File: config.mk
export PLATFORM = sky130hd
export DESIGN_NAME = dmem_ls_sequencer_flat
export DESIGN_NICKNAME = d
export VERILOG_FILES = /design/src/rtl/dmem_ctrl_pkg.sv /design/src/rtl/dmem_ls_sequencer_if.sv /design/src/rtl/dmem_ls_sequencer.sv /design/src/flat_wrapper.sv
export SDC_FILE = /design/constraint.sdc
export NUM_CORES = 1
export LEC_CHECK = 0
export ABC_CLOCK_PERIOD_IN_PS = 3000
export CORE_MARGIN = 2
export CORE_UTILIZATION = 40
export DETAILED_ROUTE_END_ITERATION = 7
export PLACE_DENSITY_LB_ADDON = 0.3
export SYNTH_ARGS = -nofsm -noshare
export SYNTH_HDL_FRONTEND = slang
export SYNTH_SLANG_ARGS = --single-unit
File: constraint.sdc
create_clock -name Clk -period 3 [get_ports Clk]
set_input_delay 0.6 -clock Clk [delete_from_list [all_inputs] [get_ports Clk]]
set_output_delay 0.6 -clock Clk [all_outputs]
set_load 0.005 [all_outputs]
File: src/rtl/dmem_ctrl_pkg.sv
// dmem_ctrl_pkg: state encoding, opcodes and instruction field helpers for dmem_ls_sequencer
package dmem_ctrl_pkg;
  typedef enum logic [2:0] {IDLE, LD_ADDR, LD_WB, ST_WR, DONE, ERR} state_t;
  localparam logic [3:0] OPC_LOAD = 4'b0010;
  localparam logic [3:0] OPC_STORE = 4'b0001;
  localparam int OPC_HI = 15, OPC_LO = 12;
  localparam int LD_ADDR_HI = 11, LD_ADDR_LO = 4, LD_RD_HI = 3, LD_RD_LO = 0;
  localparam int ST_RS_HI = 11, ST_RS_LO = 8, ST_ADDR_HI = 7, ST_ADDR_LO = 0;
  function automatic logic [3:0] opcode(logic [15:0] ir);
    return ir[OPC_HI:OPC_LO];
  endfunction
  function automatic logic [7:0] ld_addr(logic [15:0] ir);
    return ir[LD_ADDR_HI:LD_ADDR_LO];
  endfunction
  function automatic logic [3:0] ld_rd(logic [15:0] ir);
    return ir[LD_RD_HI:LD_RD_LO];
  endfunction
  function automatic logic [3:0] st_rs(logic [15:0] ir);
    return ir[ST_RS_HI:ST_RS_LO];
  endfunction
  function automatic logic [7:0] st_addr(logic [15:0] ir);
    return ir[ST_ADDR_HI:ST_ADDR_LO];
  endfunction
endpackage

File: src/rtl/dmem_ls_sequencer_if.sv
// dmem_ls_sequencer_if: instruction handshake plus DataMemory/RegisterFile control bus
interface dmem_ls_sequencer_if;
  logic [15:0] Instr;
  logic        Instr_valid;
  logic        Instr_ready;
  logic [7:0]  D_Addr;
  logic        D_wr;
  logic        RF_W_en;
  logic [3:0]  RF_W_addr;
  logic [3:0]  RF_Ra_addr;
  logic [3:0]  RF_Rb_addr;
  modport master (output Instr, Instr_valid, input Instr_ready, D_Addr, D_wr, RF_W_en, RF_W_addr, RF_Ra_addr, RF_Rb_addr);
  modport slave (input Instr, Instr_valid, output Instr_ready, D_Addr, D_wr, RF_W_en, RF_W_addr, RF_Ra_addr, RF_Rb_addr);
endinterface

File: src/rtl/dmem_ls_sequencer.sv
// dmem_ls_sequencer: Moore FSM sequencing LOAD/STORE through DataMemory and RegisterFile
module dmem_ls_sequencer
  import dmem_ctrl_pkg::*;
#(
  parameter int RD_LAT = 1,
  parameter int CNT_W = 8
) (
  input  logic               Clk,
  input  logic               Reset_n,
  dmem_ls_sequencer_if.slave bus,
  input  logic [3:0]         Obs_addr,
  input  logic               Cnt_clr,
  output logic               Busy,
  output logic               Done,
  output logic               Illegal,
  output logic [CNT_W-1:0]   Load_cnt,
  output logic [CNT_W-1:0]   Store_cnt
);
  localparam int LAT_W = $clog2(RD_LAT + 1);
  localparam logic [LAT_W-1:0] LAT_LAST = LAT_W'(RD_LAT - 1);
  state_t state, state_nx;
  logic [15:0] ir;
  logic [LAT_W-1:0] lat;
  logic [7:0] d_addr_q;
  logic accept;
  assign accept = bus.Instr_valid && bus.Instr_ready;
  always_ff @(posedge Clk or negedge Reset_n)
    if (!Reset_n) state <= IDLE;
    else state <= state_nx;
  always_comb begin
    state_nx = state;
    case (state)
      IDLE:    if (accept) state_nx = opcode(bus.Instr) == OPC_LOAD ? LD_ADDR :
                                      opcode(bus.Instr) == OPC_STORE ? ST_WR : ERR;
      LD_ADDR: if (lat == LAT_LAST) state_nx = LD_WB;
      LD_WB:   state_nx = DONE;
      ST_WR:   state_nx = DONE;
      default: state_nx = IDLE;
    endcase
  end
  // D_Addr keeps its last driven value outside the memory-access states
  always_comb begin
    bus.Instr_ready = state == IDLE;
    Busy = state != IDLE;
    Done = state == DONE || state == ERR;
    Illegal = state == ERR;
    bus.D_wr = state == ST_WR;
    bus.RF_W_en = state == LD_WB;
    bus.RF_W_addr = state == LD_WB ? ld_rd(ir) : '0;
    bus.RF_Ra_addr = state == ST_WR ? st_rs(ir) : '0;
    bus.D_Addr = state == ST_WR ? st_addr(ir) :
                 (state == LD_ADDR || state == LD_WB) ? ld_addr(ir) : d_addr_q;
    bus.RF_Rb_addr = Obs_addr;
  end
  always_ff @(posedge Clk or negedge Reset_n)
    if (!Reset_n) begin
      ir <= '0;
      lat <= '0;
      d_addr_q <= '0;
      Load_cnt <= '0;
      Store_cnt <= '0;
    end else begin
      if (accept) ir <= bus.Instr;
      lat <= state == LD_ADDR && lat != LAT_LAST ? lat + LAT_W'(1) : '0;
      d_addr_q <= bus.D_Addr;
      Load_cnt <= Cnt_clr ? '0 : state == DONE && opcode(ir) == OPC_LOAD ? Load_cnt + CNT_W'(1) : Load_cnt;
      Store_cnt <= Cnt_clr ? '0 : state == DONE && opcode(ir) == OPC_STORE ? Store_cnt + CNT_W'(1) : Store_cnt;
    end
endmodule

File: src/flat_wrapper.sv
// flat-port wrapper written by rule: the top's interface ports become plain ports
module dmem_ls_sequencer_flat import dmem_ctrl_pkg::*;
#(
  parameter int RD_LAT = 1,
  parameter int CNT_W = 8
)
  (Clk, Reset_n, Obs_addr, Cnt_clr, Busy, Done, Illegal, Load_cnt, Store_cnt, bus_Instr, bus_Instr_valid, bus_Instr_ready, bus_D_Addr, bus_D_wr, bus_RF_W_en, bus_RF_W_addr, bus_RF_Ra_addr, bus_RF_Rb_addr);
  dmem_ls_sequencer_if bus_i ();
  input  logic Clk;
  input  logic Reset_n;
  input  logic [3:0] Obs_addr;
  input  logic Cnt_clr;
  output logic Busy;
  output logic Done;
  output logic Illegal;
  output logic [CNT_W-1:0] Load_cnt;
  output logic [CNT_W-1:0] Store_cnt;
  input wire logic [$bits(bus_i.Instr)-1:0] bus_Instr;
  input wire logic [$bits(bus_i.Instr_valid)-1:0] bus_Instr_valid;
  output wire logic [$bits(bus_i.Instr_ready)-1:0] bus_Instr_ready;
  output wire logic [$bits(bus_i.D_Addr)-1:0] bus_D_Addr;
  output wire logic [$bits(bus_i.D_wr)-1:0] bus_D_wr;
  output wire logic [$bits(bus_i.RF_W_en)-1:0] bus_RF_W_en;
  output wire logic [$bits(bus_i.RF_W_addr)-1:0] bus_RF_W_addr;
  output wire logic [$bits(bus_i.RF_Ra_addr)-1:0] bus_RF_Ra_addr;
  output wire logic [$bits(bus_i.RF_Rb_addr)-1:0] bus_RF_Rb_addr;
  assign bus_i.Instr = bus_Instr;
  assign bus_i.Instr_valid = bus_Instr_valid;
  assign bus_Instr_ready = bus_i.Instr_ready;
  assign bus_D_Addr = bus_i.D_Addr;
  assign bus_D_wr = bus_i.D_wr;
  assign bus_RF_W_en = bus_i.RF_W_en;
  assign bus_RF_W_addr = bus_i.RF_W_addr;
  assign bus_RF_Ra_addr = bus_i.RF_Ra_addr;
  assign bus_RF_Rb_addr = bus_i.RF_Rb_addr;
  dmem_ls_sequencer #(.RD_LAT(RD_LAT), .CNT_W(CNT_W)) u_core (.Clk(Clk), .Reset_n(Reset_n), .bus(bus_i), .Obs_addr(Obs_addr), .Cnt_clr(Cnt_clr), .Busy(Busy), .Done(Done), .Illegal(Illegal), .Load_cnt(Load_cnt), .Store_cnt(Store_cnt));
endmodule
==> impl_metrics.tcl <==
set metrics [dict create \
    run_status "completed" \
    nets 293 \
    wl_per_cell_um 14.9 \
    final_common_cell "clkdlybuf4s50_1" \
    crit_arrival_ns 2.16 \
    hold_violations 0 \
    clock_latency_ns 0.30 \
    first_pass_iters 4 \
    fmax_mhz 362 \
    maxCapViolCount 0 \
    path_clk_slew_ns 0.09 \
    synth-main-ff-cell "dfrtp_1" \
    ys_ff_latch 44 \
    drtIter0Drc 104 \
    die_h_um 80.0 \
    first_global_vias 1775 \
    crit_required_ns 2.40 \
    die_area_um2 6400 \
    yosysSeqAreaShare_pct 47.7 \
    cts-buffers-inserted 5 \
    synthArstFlopShare_pct 100 \
    grt.total_usage_pct 17.3 \
    place.gp.congestion 0.778 \
    fin_crit_sh_pct 92.0 \
    mostFrequentLayoutCells "56 x clkdlybuf4s50_1, 43 x dfrtp_1, 26 x mux2_2, 14 x a21oi_1, 9 x and2_1" \
    num_rows 27 \
    fillers 511 \
    synthCells 216 \
    synth_top_cell_area_share_pct 47.7 \
    synth_edf_count 0 \
    ys_types 41 \
    cellPowerDensity_nw_per_um2 815 \
    post-route-drc-count 0 \
    antenna_left 0 \
    critPathLaunchType "flip-flop" \
    grt_max_degree 45 \
    worstSetupPathType "flip-flop to output port" \
    fin_ws_ns 0.241 \
    hp-class "input port to async pin" \
    yosysWarningCount 0 \
    endpoint_kind "output port" \
    io_pins 66 \
    worst-path-max-fanout 16 \
    cts_resized 0 \
    rsz0062_at_grt "false" \
    slew_headroom_pct 34.5 \
    finalCoreUtilization_pct 54.3 \
    dpl.hpwl_um 3620 \
    dp_slack_ns 0.469 \
    cts_root_buf "clkbuf_8" \
    skew_ns 0.00921 \
    gr-total-overflow 0 \
    via_count 1826 \
    drv_slew 0 \
    post_route_cells_drive_above_1_share_pct 17.2 \
    tns_ns 0 \
    synth_area_um2 2310 \
    cts_buffer_depth 2 \
    cts_htree_levels 2 \
    portBuffers 57 \
    hold_ws_ns 0.450 \
    grt_pass1_wl_um 8580 \
    ir_drop_v 0.000805 \
    antenna_found_initial 0 \
    routed_wl_um 5050 \
    die_x_um 80.0 \
    layout_min_cycle_time_ns 2.76 \
    cts_setup_buffers 0 \
    core_area_um2 5540 \
    worst_pin_slew_ns 0.982 \
    synth_top_area_cell "dfrtp_1" \
    viasPerCell 5.39 \
    ys_top_cells_by_area "dfrtp_1 48%, mux2_2 13%, a21oi_1 3.0%, and2_1 2.4%, mux2i_1 2.2%" \
    area_growth_pct 30.3 \
    p_leak_nw 1.17 \
    setup_violations 0 \
    syn-mean-instance-area_um2 10.7 \
    cts_tree "yes" \
    syn-num-nets 242 \
    initial_core_util_pct 41.7 \
    clock_sink_count 44 \
    hold_buffers 0 \
    antenna_cells 0 \
]
synth_stat cells (5+ instances only):
cell type	instances
clkbuf_1	7
nor2_1	6
a21oi_1	14
mux2_2	26
dfrtp_1	44
nor4_1	6
nand2_1	6
nor2b_1	8
inv_1	8
buf_4	5
nor3_1	5
o21ai_0	8
mux2i_1	5
and2_1	9
or3_1	5
path summary, 6_finish.rpt:
kind | start | end | slack [ns] | cells past startpoint
max in group asynchronous | Reset_n | u_core.state[1] | 1.88 | 1
hold reg to reg | u_core.d_addr_q[7] | u_core.d_addr_q[7] | 0.50 | 2
setup / recovery | u_core.state[1] | bus_D_Addr[4] | 0.24 | 5
min in group Clk | u_core.d_addr_q[7] | u_core.d_addr_q[7] | 0.50 | 2
hold / removal | Reset_n | u_core.Store_cnt[2] | 0.45 | 1
setup reg to reg | u_core.state[2] | u_core.Load_cnt[7] | 0.74 | 3
flip-flops by register name, summed over array words and instances, names as in the netlist:
register,cells
u_core.Store_cnt,8
u_core.lat,1
u_core.Load_cnt,8
u_core.ir,16
u_core.d_addr_q,8
u_core.state,3
logic make-up (layout without fill, tap and decap cells):
| family | Yosys count | after routing | share of synthesized area [%] |
|---|---|---|---|
| AOI/OAI and AO/OA | 41 | 41 | 11.4 |
| xor gates and xnor gates | 1 | 1 | 0.379 |
| adders and majority gates | 2 | 2 | 1.08 |
| buffers and inverters | 25 | 76 | 5.09 |
| DFF | 44 | 44 | 47.7 |
| muxes | 31 | 31 | 14.8 |
| other | 1 | 1 | 0.162 |
| and+or+nand+nor | 71 | 71 | 19.3 |
metal layers:
metal	GRT usage [%]	vias to the layer above	wire, µm
met4	4.07	0	38
met5	0	-	0
met2	28.2	57	2390
met1	22.4	885	2300
li1	-	880	-
met3	5.43	4	320
worst max-delay path, cell delays in order, from the launching register on:
cell             delay (ns)
dfrtp_2                0.51
buf_4                  0.20
nor2b_1                0.23
a22oi_1                0.12
o21ai_0                0.23
clkdlybuf4s50_1        0.56
through the flow:
step | instance area [µm²] | power (mW) | instances
after floorplan | 2310 | 1.58 | 216
after global placement | 2910 | 2.05 | 332
after detailed placement | 2910 | 2.06 | 332
after CTS | 3000 | 2.48 | 339
after global routing | 3010 | 2.64 | 339
final | 3010 | 2.45 | 339
layout make-up:
| type | count | area [µm²] | share of cell area [%] |
|---|---|---|---|
| Sequential cell | 44 | 1100 | 36.6 |
| Multi-Input combinational cell | 147 | 1100 | 36.4 |
| Timing Repair Buffer | 61 | 596 | 19.8 |
| Clock buffer | 7 | 96.3 | 3.20 |
| Tap cell | 72 | 90.1 | 2.99 |
| Inverter | 8 | 30.0 | 0.998 |
power by group:
part           switching (mW)  internal (mW)
sequential              0.203          0.782
clock                   0.196          0.205
combinational           0.438          0.629
total                   0.837           1.62
No activity file was read; power rests on OpenSTA's default activity.
